`config.mk`:
```
export PLATFORM = sky130hd
export DESIGN_NAME = multicycle_control
export DESIGN_NICKNAME = d
export VERILOG_FILES = /design/src/rtl/multicycle_control.sv
export SDC_FILE = /design/constraint.sdc
export NUM_CORES = 1
export LEC_CHECK = 0
export ABC_AREA = 1
export ABC_CLOCK_PERIOD_IN_PS = 1600
export BUFFER_PORTS_ARGS = -buffer_cell sky130_fd_sc_hd__buf_2
export CAP_MARGIN = 25
export CORE_MARGIN = 2
export CORE_UTILIZATION = 46
export DETAILED_ROUTE_END_ITERATION = 10
export HOLD_SLACK_MARGIN = 0.03
export PLACE_DENSITY = 0.79
export SLEW_MARGIN = 20
export SYNTH_ARGS = -nofsm -noshare
export SYNTH_HDL_FRONTEND = slang
export SYNTH_SLANG_ARGS = --single-unit
```
`constraint.sdc`:
```
create_clock -name Clk -period 1.6 [get_ports Clk]
set_input_delay 0.24 -clock Clk [delete_from_list [all_inputs] [get_ports Clk]]
set_output_delay 0.24 -clock Clk [all_outputs]
set_load 0.05 [all_outputs]
```
`src/rtl/multicycle_control.sv`:
```
// multicycle_control: multicycle CPU control FSM.
// Sequences each instruction through IF / DEC / EXEC / MEM_* / WB_* / BRANCH,
// drives the ALU select/function inputs and the RF, PC, IR and data-memory
// enables, and waits on the data-memory acknowledge handshake.
// Optional feature macro: MC_PERF_CNT_EN adds the Cycle_cnt / Retired_cnt
// performance counters and their ports.
module multicycle_control (
  input  logic        Clk,
  input  logic        Reset_n,
  input  logic [31:0] Instr,
  input  logic        Zero,
  input  logic        Mem_ack,
  output logic        IR_WrEn,
  output logic        PC_WrEn,
  output logic        PC_sel,
  output logic        RF_WrEn,
  output logic        RF_WrData_sel,
  output logic        RF_B_sel,
  output logic        ALU_Bin_sel,
  output logic [3:0]  ALU_func,
  output logic        Mem_RdEn,
  output logic        Mem_WrEn,
  output logic        Byte_op,
  output logic        Instr_done,
  output logic        Illegal
`ifdef MC_PERF_CNT_EN
  ,
  output logic [31:0] Cycle_cnt,
  output logic [31:0] Retired_cnt
`endif
);

  // FSM state encoding
  localparam logic [3:0] S_IF       = 4'd0;
  localparam logic [3:0] S_DEC      = 4'd1;
  localparam logic [3:0] S_EXEC     = 4'd2;
  localparam logic [3:0] S_MEM_ADDR = 4'd3;
  localparam logic [3:0] S_MEM_RD   = 4'd4;
  localparam logic [3:0] S_MEM_WR   = 4'd5;
  localparam logic [3:0] S_WB_ALU   = 4'd6;
  localparam logic [3:0] S_WB_MEM   = 4'd7;
  localparam logic [3:0] S_BRANCH   = 4'd8;

  // Opcodes
  localparam logic [5:0] OP_RTYPE = 6'b100000;
  localparam logic [5:0] OP_ADDI  = 6'b110000;
  localparam logic [5:0] OP_ANDI  = 6'b110010;
  localparam logic [5:0] OP_ORI   = 6'b110011;
  localparam logic [5:0] OP_LB    = 6'b000011;
  localparam logic [5:0] OP_LW    = 6'b001111;
  localparam logic [5:0] OP_SB    = 6'b000111;
  localparam logic [5:0] OP_SW    = 6'b011111;
  localparam logic [5:0] OP_BEQ   = 6'b010000;
  localparam logic [5:0] OP_BNE   = 6'b010001;
  localparam logic [5:0] OP_B     = 6'b111111;

  // ALU function codes
  localparam logic [3:0] FN_ADD = 4'b0000;
  localparam logic [3:0] FN_SUB = 4'b0001;
  localparam logic [3:0] FN_AND = 4'b0010;
  localparam logic [3:0] FN_OR  = 4'b0011;

  logic [3:0] r_state;
  logic [3:0] w_next_state;
  logic       r_started;
  logic [5:0] r_op;
  logic [3:0] r_func;
  logic [5:0] w_dec_op;
  logic [4:0] w_alu_ctrl;
  logic       w_unused_instr;

  assign w_dec_op       = Instr[31:26];
  assign w_unused_instr = ^Instr[25:4];

  function automatic logic is_alu_op(input logic [5:0] op);
    case (op)
      OP_RTYPE, OP_ADDI, OP_ANDI, OP_ORI: is_alu_op = 1'b1;
      default:                            is_alu_op = 1'b0;
    endcase
  endfunction

  function automatic logic is_load(input logic [5:0] op);
    case (op)
      OP_LB, OP_LW: is_load = 1'b1;
      default:      is_load = 1'b0;
    endcase
  endfunction

  function automatic logic is_store(input logic [5:0] op);
    case (op)
      OP_SB, OP_SW: is_store = 1'b1;
      default:      is_store = 1'b0;
    endcase
  endfunction

  function automatic logic is_branch(input logic [5:0] op);
    case (op)
      OP_BEQ, OP_BNE, OP_B: is_branch = 1'b1;
      default:              is_branch = 1'b0;
    endcase
  endfunction

  // Stores need rd as write data; beq/bne compare against rd.
  function automatic logic uses_rd(input logic [5:0] op);
    case (op)
      OP_SB, OP_SW, OP_BEQ, OP_BNE: uses_rd = 1'b1;
      default:                      uses_rd = 1'b0;
    endcase
  endfunction

  function automatic logic is_byte(input logic [5:0] op);
    case (op)
      OP_LB, OP_SB: is_byte = 1'b1;
      default:      is_byte = 1'b0;
    endcase
  endfunction

  // Returns {ALU_Bin_sel, ALU_func} for the instruction's own ALU usage.
  function automatic logic [4:0] alu_ctrl(input logic [5:0] op, input logic [3:0] func);
    case (op)
      OP_RTYPE:                      alu_ctrl = {1'b0, func};
      OP_ADDI:                       alu_ctrl = {1'b1, FN_ADD};
      OP_ANDI:                       alu_ctrl = {1'b1, FN_AND};
      OP_ORI:                        alu_ctrl = {1'b1, FN_OR};
      OP_LB, OP_LW, OP_SB, OP_SW:    alu_ctrl = {1'b1, FN_ADD};
      OP_BEQ, OP_BNE, OP_B:          alu_ctrl = {1'b0, FN_SUB};
      default:                       alu_ctrl = 5'b0_0000;
    endcase
  endfunction

  assign w_alu_ctrl = alu_ctrl(r_op, r_func);

  // State register; reset aborts any instruction in flight.
  always_ff @(posedge Clk or negedge Reset_n) begin
    if (!Reset_n) begin
      r_state <= S_IF;
    end else begin
      r_state <= w_next_state;
    end
  end

  // Wake flag: keeps all outputs low until the first edge after reset release.
  always_ff @(posedge Clk or negedge Reset_n) begin
    if (!Reset_n) begin
      r_started <= 1'b0;
    end else begin
      r_started <= 1'b1;
    end
  end

  // Capture opcode and R-type function in DEC so later Instr changes are ignored.
  always_ff @(posedge Clk or negedge Reset_n) begin
    if (!Reset_n) begin
      r_op   <= 6'd0;
      r_func <= 4'd0;
    end else if (r_started && (r_state == S_DEC)) begin
      r_op   <= w_dec_op;
      r_func <= Instr[3:0];
    end
  end

  // Next-state decode.
  always_comb begin
    w_next_state = r_state;
    case (r_state)
      S_IF: begin
        if (r_started) begin
          w_next_state = S_DEC;
        end else begin
          w_next_state = S_IF;
        end
      end
      S_DEC: begin
        if (is_alu_op(w_dec_op)) begin
          w_next_state = S_EXEC;
        end else if (is_load(w_dec_op) || is_store(w_dec_op)) begin
          w_next_state = S_MEM_ADDR;
        end else if (is_branch(w_dec_op)) begin
          w_next_state = S_BRANCH;
        end else begin
          w_next_state = S_IF;
        end
      end
      S_EXEC:   w_next_state = S_WB_ALU;
      S_WB_ALU: w_next_state = S_IF;
      S_MEM_ADDR: begin
        if (is_load(r_op)) begin
          w_next_state = S_MEM_RD;
        end else begin
          w_next_state = S_MEM_WR;
        end
      end
      S_MEM_RD: begin
        if (Mem_ack) begin
          w_next_state = S_WB_MEM;
        end else begin
          w_next_state = S_MEM_RD;
        end
      end
      S_WB_MEM: w_next_state = S_IF;
      S_MEM_WR: begin
        if (Mem_ack) begin
          w_next_state = S_IF;
        end else begin
          w_next_state = S_MEM_WR;
        end
      end
      S_BRANCH: w_next_state = S_IF;
      default:  w_next_state = S_IF;
    endcase
  end

  // Output decode: Moore on state/opcode, except branch PC_sel (Zero) and
  // store completion (Mem_ack). All low until the wake flag is set.
  always_comb begin
    IR_WrEn       = 1'b0;
    PC_WrEn       = 1'b0;
    PC_sel        = 1'b0;
    RF_WrEn       = 1'b0;
    RF_WrData_sel = 1'b0;
    RF_B_sel      = 1'b0;
    ALU_Bin_sel   = 1'b0;
    ALU_func      = 4'b0000;
    Mem_RdEn      = 1'b0;
    Mem_WrEn      = 1'b0;
    Byte_op       = 1'b0;
    Instr_done    = 1'b0;
    Illegal       = 1'b0;
    if (r_started) begin
      case (r_state)
        S_IF: begin
          IR_WrEn = 1'b1;
        end
        S_DEC: begin
          RF_B_sel = uses_rd(w_dec_op);
          if (!(is_alu_op(w_dec_op) || is_load(w_dec_op) ||
                is_store(w_dec_op) || is_branch(w_dec_op))) begin
            Illegal = 1'b1;
            PC_WrEn = 1'b1;
          end else begin
            Illegal = 1'b0;
          end
        end
        S_EXEC: begin
          {ALU_Bin_sel, ALU_func} = w_alu_ctrl;
        end
        S_WB_ALU: begin
          {ALU_Bin_sel, ALU_func} = w_alu_ctrl;
          RF_WrEn    = 1'b1;
          PC_WrEn    = 1'b1;
          Instr_done = 1'b1;
        end
        S_MEM_ADDR: begin
          RF_B_sel    = uses_rd(r_op);
          ALU_Bin_sel = 1'b1;
          ALU_func    = FN_ADD;
          Byte_op     = is_byte(r_op);
        end
        S_MEM_RD: begin
          {ALU_Bin_sel, ALU_func} = w_alu_ctrl;
          Mem_RdEn = 1'b1;
          Byte_op  = is_byte(r_op);
        end
        S_WB_MEM: begin
          RF_WrEn       = 1'b1;
          RF_WrData_sel = 1'b1;
          PC_WrEn       = 1'b1;
          Instr_done    = 1'b1;
          Byte_op       = is_byte(r_op);
        end
        S_MEM_WR: begin
          {ALU_Bin_sel, ALU_func} = w_alu_ctrl;
          RF_B_sel   = uses_rd(r_op);
          Mem_WrEn   = 1'b1;
          Byte_op    = is_byte(r_op);
          PC_WrEn    = Mem_ack;
          Instr_done = Mem_ack;
        end
        S_BRANCH: begin
          RF_B_sel    = uses_rd(r_op);
          ALU_Bin_sel = 1'b0;
          ALU_func    = FN_SUB;
          PC_WrEn     = 1'b1;
          Instr_done  = 1'b1;
          case (r_op)
            OP_BEQ:  PC_sel = Zero;
            OP_BNE:  PC_sel = ~Zero;
            OP_B:    PC_sel = 1'b1;
            default: PC_sel = 1'b0;
          endcase
        end
        default: begin
          IR_WrEn = 1'b0;
        end
      endcase
    end else begin
      IR_WrEn = 1'b0;
    end
  end

`ifdef MC_PERF_CNT_EN
  logic [31:0] r_cycle_cnt;
  logic [31:0] r_retired_cnt;

  // Free-running cycle counter and retired-instruction counter (wrap at 2^32).
  always_ff @(posedge Clk or negedge Reset_n) begin
    if (!Reset_n) begin
      r_cycle_cnt   <= 32'd0;
      r_retired_cnt <= 32'd0;
    end else if (r_started) begin
      r_cycle_cnt <= r_cycle_cnt + 32'd1;
      if (Instr_done) begin
        r_retired_cnt <= r_retired_cnt + 32'd1;
      end
    end
  end

  assign Cycle_cnt   = r_cycle_cnt;
  assign Retired_cnt = r_retired_cnt;
`endif

endmodule
```
==> flow_summary_export.csv, run 1 <==
group,metric,value,unit
floorplanning,dieWidth,53.59,um
synth,synthesis.area_per_instance,6.215,um^2
placed_design,hpwl,2.281,mm
final_layout,drive_gt1_share,50.60,%
synth,synth-seq-area-share,33.19,%
placed_design,place_area,0.001488,mm^2
global_routing,antenna_found_initial,0,
clocking,clockRootBuffer,"clkbuf_4",
global_routing,grt_usage,26.46,%
floorplanning,die-area,0.002871,mm^2
critical_path,setup.worst_path.class,"reg -> out",
final_layout,fin_nets,288,
critical_path,path_max_fanout,4,
floorplanning,placementRows,17,
detailed_routing,drtPass1Iterations,4,
clocking,htree_levels,1,
critical_path,crit_arrival,1.78,ns
power,power,3086,uW
placed_design,dp_slack,-0.09947,ns
detailed_routing,drc_errors,0,
final_layout,fill_cells,116,
synth,synth-warning-count,0,
floorplanning,initial_core_util,49.70,%
detailed_routing,vias_per_cell,5.541,
floorplanning,ioPinCount,52,
flow_run,drv_cap,0,
synth,syn-cell-area,0.001131,mm^2
hold_path,hp-class,"in -> reg",
detailed_routing,wl_per_cell,15.85,um
final_layout,final_common_cell,"nand2_1",
final_layout,fin_area,0.001943,mm^2
clocking,cts_buffers,3,
global_routing,first_global_vias,1339,
critical_path,startpoint_type,"flip-flop",
power,power.leakage,0.001031,uW
final_layout,n_antenna_cell,0,
clocking,cts_tree,"yes",
final_layout,final_util,85.38,%
power,powerDensity,1588,mW/mm^2
clocking,clk_pin_slew_worst_paths,0.09,ns
timing,hold_viol_final,0,
floorplanning,die_y,53.59,um
clocking,clk_latency,0.29,ns
detailed_routing,ant_nets,0,
critical_path,cp.required,1.36,ns
timing,rsz0062_at_grt,"yes",
detailed_routing,routed_wirelength,4.423,mm
floorplanning,fp.coreArea,0.002276,mm^2
timing,post-route-worst-setup-slack,-0.4182,ns
final_layout,final_cell_mix,"48 x nand2_1, 33 x buf_4, 20 x inv_1",
power,vdd_drop_max,0.001281,V
synth,synth_cells,182,
timing,fin_skew,0.0007305,ns
placed_design,io_buffers,29,
detailed_routing,drt-initial-drc-count,51,
status,violations,"setup timing",
timing,setup_violations,17,
final_layout,syn_to_final_growth,71.79,%
timing,max_freq,495.5,MHz
clocking,cts_buffer_depth,2,
global_routing,grt-ovfl-total,0,
timing,period_share,126.1,%
timing,holdWs,0.1433,ns
detailed_routing,via_count,1546,
timing,fin_crit,2.018,ns
synth,ys_types,23,
critical_path,critPathCaptureType,"output port",
status,status,"finished, violations left",
timing,slew_viol_final,0,
global_routing,grt_pass1_wl,5.506,mm
global_routing,grt_start_max_net_pins,17,
synth,ys_ff_latch,15,
placed_design,routabilityCongestion,0.8917,
synth,syn-num-nets,218,
clocking,numClockSinks,15,
-- power breakdown --
part	total [uW]	internal (uW)	switching (uW)
logic	2100	866	1230
clock network	219	93.0	126
registers	771	548	223
-- critical path, stage by stage (launching register included) --
cell      delay, ns
dfrtp_1        0.44
inv_2          0.11
nor2_4         0.19
nand2_2        0.11
o211ai_1       0.21
nand2_1        0.14
o21ai_2        0.10
buf_6          0.18
-- worst paths after layout --
check,startpoint,endpoint,slack [ns],cells after the start
min in group asynchronous,Reset_n,r_func[3],0.38,2
worst max register to register,r_op[3],r_state[0],-0.08,12
worst min-delay path,Instr[1],r_func[1],0.14,3
worst min register to register,r_func[2],r_func[2],0.49,2
max in group asynchronous,Reset_n,r_state[3],0.95,2
worst max-delay path,r_state[0],PC_WrEn,-0.42,7
-- state kept, by name, indices dropped and copies added (netlist names) --
| signal | flops |
|---|---|
| r_op | 6 |
| r_started | 1 |
| r_state | 4 |
| r_func | 4 |
-- cells in the mapped netlist (all sizes together) --
cell / n / share of area [%]
a31oi: 1 / 0.55
nor3b: 2 / 1.3
a21oi: 2 / 0.88
o21ai: 10 / 4.8
inv: 30 / 10
conb: 1 / 0.33
nor3: 5 / 2.7
dfrtp: 15 / 33
nand4: 3 / 1.7
o211ai: 1 / 0.66
nand3: 23 / 10
buf: 1 / 1.0
nand2: 63 / 22
nor2: 25 / 11
-- area by class of cell --
| type | count | area, um^2 | share of cell area (%) |
|---|---|---|---|
| multi-input combinational | 136 | 837.1 | 43.08 |
| inverter | 30 | 115.1 | 5.924 |
| clock inverter | 1 | 5.005 | 0.2576 |
| sequential | 15 | 380.4 | 19.58 |
| timing repair buffer | 66 | 548.0 | 28.20 |
| clock buffer | 3 | 22.52 | 1.159 |
| tap | 28 | 35.03 | 1.803 |
-- per-layer routing --
| layer | up-vias | part of all wire, % | GRT usage, % |
|---|---|---|---|
| li1 | 710 | - | - |
| met2 | 87 | 52 | 45.27 |
| met1 | 734 | 39 | 32.34 |
| met4 | 0 | 2.4 | 14.53 |
| met5 | - | 0 | 0 |
| met3 | 15 | 6.9 | 3.056 |
-- through the flow --
step                cells  TNS [ns]
floorplan             182   -0.3864
global placement      254   -0.1356
detailed placement    254   -0.1611
CTS                   269    -2.585
global route          279    -5.237
finish                279    -4.004
-- cell families after synthesis --
kind of cell           synth area share [%]
AND/OR/NAND/NOR                       48.67
buffers and inverters                 10.95
flip-flops                            33.19
AO/OA/AOI/OAI                         6.859
other                                0.3315
-- what timing repair did --
action | 4_1_cts | 5_1_grt
pin swaps | 15 | 11
hold buffers | 1 | 0
endpoints found under the hold margin | 15 | 0
setup buffers | 10 | 10
gates resized for setup | 57 | 28
endpoints found under the setup margin | 16 | 17
(Power assumes the default switching activity.)
==> inputs of run 2 (changes only) <==
--- a/config.mk
+++ b/config.mk
@@ -15,4 +15,5 @@
 export HOLD_SLACK_MARGIN = 0.03
 export PLACE_DENSITY = 0.79
+export RECOVER_POWER = 50
 export SLEW_MARGIN = 20
 export SYNTH_ARGS = -nofsm -noshare
==> constraint.sdc (replaced) <==
create_clock -name Clk -period 1.6 [get_ports Clk]
set_input_delay 0.24 -clock Clk [delete_from_list [all_inputs] [get_ports Clk]]
set_output_delay 0.24 -clock Clk [all_outputs]
set_load 0.01 [all_outputs]
==> flow_summary_export.csv, run 2 (same netlist as run 1, synthesis figures left out) <==
group,metric,value,unit
status,status,"finished, violations left",
status,violations,"setup timing",
flow_run,drv_cap,0,
critical_path,r2r-end,"r_state[2]",
floorplanning,ioPinCount,52,
final_layout,largest_reg_flops,6,
placed_design,routabilityCongestion,0.8764,
floorplanning,initial_core_util,49.70,%
global_routing,grt-ovfl-total,0,
timing,hold_viol_final,0,
critical_path,startpoint_type,"flip-flop",
final_layout,syn_to_final_growth,53.65,%
final_layout,layoutNonFillerInstCount,273,
final_layout,fin_area,0.001738,mm^2
clocking,cts_buffer_depth,2,
hold_path,hold-path-cell-count,3,
detailed_routing,drc_errors,0,
timing,fin_skew,0.003184,ns
detailed_routing,ant_nets,0,
critical_path,setup.worst_path.class,"reg -> out",
clocking,numClockSinks,15,
power,powerDensity,1625,mW/mm^2
timing,slew_headroom,40.84,%
timing,max_freq,533.4,MHz
critical_path,cp_slowest_stage_delay,0.43,ns
critical_path,slowest_stage,"dfrtp_1",
floorplanning,placementRows,17,
placed_design,io_buffers,29,
critical_path,reg2reg_from,"r_state[3]",
critical_path,worstRegToRegCells,9,
global_routing,grt_start_max_net_pins,17,
detailed_routing,vias_per_cell,5.348,
detailed_routing,routed_wirelength,3.758,mm
placed_design,hpwl,2.086,mm
floorplanning,fp.coreArea,0.002276,mm^2
final_layout,reg.largest.list,"r_op (6), r_func (4), r_state (4)",
power,power,2823,uW
critical_path,r2r_setup_slack,0.12,ns
critical_path,path_max_fanout,3,
critical_path,path_cells,"nor2_1 -> nand3_1 -> nand2_1 -> nor2_1 -> nand2_1 -> nand3_1 -> nand2_1 -> buf_2",
critical_path,worst-path-buf-inv,1,
final_layout,final_common_cell,"nand2_1",
global_routing,grt_usage,25.10,%
final_layout,multi_input_area,759.5,um^2
clocking,clk_pin_slew_worst_paths,0.09,ns
timing,post-route-worst-setup-slack,-0.2749,ns
clocking,clk_latency,0.30,ns
placed_design,place_area,0.001330,mm^2
clocking,htree_levels,1,
detailed_routing,drtPass1Iterations,4,
critical_path,crit_arrival,1.63,ns
hold_path,holdCritStartpoint,"Instr[3]",
critical_path,startpoint,"r_op[2]",
floorplanning,die_y,53.59,um
power,vdd_drop_max,0.001027,V
floorplanning,dieWidth,53.59,um
critical_path,cp.required,1.36,ns
hold_path,hp-class,"in -> reg",
critical_path,crit_top_cell,"nand2_1",
critical_path,critical_path.top_delay_family,"simple AND/OR/NAND/NOR gates",
final_layout,drive_gt1_share,44.49,%
final_layout,fin_nets,282,
detailed_routing,via_count,1460,
timing,period_share,117.2,%
timing,rsz0062_at_grt,"yes",
final_layout,n_antenna_cell,0,
final_layout,top_register,"r_op",
clocking,cts_buffers,3,
detailed_routing,wl_per_cell,13.77,um
placed_design,dp.cells,242,
final_layout,final_cell_mix,"53 x nand2_1, 27 x buf_2, 23 x buf_4",
critical_path,critPathCaptureType,"output port",
clocking,cts_tree,"yes",
hold_path,hold_end,"r_func[3]",
clocking,clockRootBuffer,"clkbuf_4",
final_layout,seqCellArea,381.6,um^2
floorplanning,die-area,0.002871,mm^2
global_routing,antenna_found_initial,0,
power,power.leakage,0.0009645,uW
timing,worst_pin_slew,0.8875,ns
global_routing,first_global_vias,1206,
timing,fin_crit,1.875,ns
global_routing,grt_pass1_wl,5.188,mm
timing,slew_viol_final,0,
timing,setup_violations,14,
detailed_routing,drt-initial-drc-count,61,
final_layout,fill_cells,172,
-- run 2: cell types whose count changed in the layout (fill, tap and decap cells not counted), moves of 3 or more --
cell	previous run	this run
buf_2	13	27
buf_4	33	23
buf_6	16	8
nand2_1	48	53
buf_8	3	0
inv_1	20	17
inv_4	1	4
nand2_2	10	7
nand3_2	5	2
nor2_1	11	14
nor2_2	7	4
-- run 2: through the flow --
stage	hold WS [ns]	TNS [ns]	worst slack, ns	utilization [%]
after floorplan	-0.05559	0	0.2031	-
after global placement	0.1608	0	0.07160	58.44
after detailed placement	0.1650	0	0.07256	58.44
after CTS	0.1293	-1.613	-0.2001	69.54
after global routing	0.1317	-3.854	-0.3596	76.36
final	0.1367	-2.822	-0.2749	76.36
-- run 2: timing repair --
item                                   4_1_cts  5_1_grt
endpoints found under the hold margin       15        0
gates resized for setup                     29       28
setup buffers                               19       13
hold buffers                                 1        0
pin swaps                                   16       13
setup endpoints to repair                   13       22
-- run 2: how the worst max path moves through the flow --
stage | end | depth (start not counted)
after detailed placement | PC_WrEn | 6
final | ALU_func[0] | 8
after global routing | ALU_func[0] | 8
after CTS | ALU_func[1] | 8
after floorplan | ALU_func[2] | 5
after global placement | PC_WrEn | 6
-- run 2: worst reg2reg max path, cell delays in order, from the launching register on --
cell	delay (ns)
dfrtp_2	0.47
nor2_4	0.21
buf_6	0.15
inv_4	0.04
nor2_4	0.11
inv_2	0.06
buf_6	0.11
buf_6	0.10
buf_4	0.12
nand4_1	0.07
-- run 2: area by class of cell --
cell class              count  area share (%)
clock inverters             1          0.2880
clock buffers               3           1.296
multi-input cells         136           43.70
well taps                  28           2.016
repair buffers             60           23.69
flip-flops and latches     15           21.96
inverters                  30           7.055
-- run 2: report_power, final --
| part | internal, uW | leakage (uW) | switching, uW |
|---|---|---|---|
| clock network | 93.3 | 0.0000177 | 138 |
| logic | 818 | 0.000766 | 1030 |
| registers | 550 | 0.000180 | 198 |
| total | 1460 | 0.000965 | 1360 |
-- run 2: routing by layer --
metal	up-vias	wire length, um	global-route usage (%)	part of all wire, %
li1	695	-	-	-
met1	667	1552	32.64	41
met2	83	1745	40.33	46
met3	15	321	1.944	8.5
met4	0	139	15.81	3.7
met5	-	0	0	0
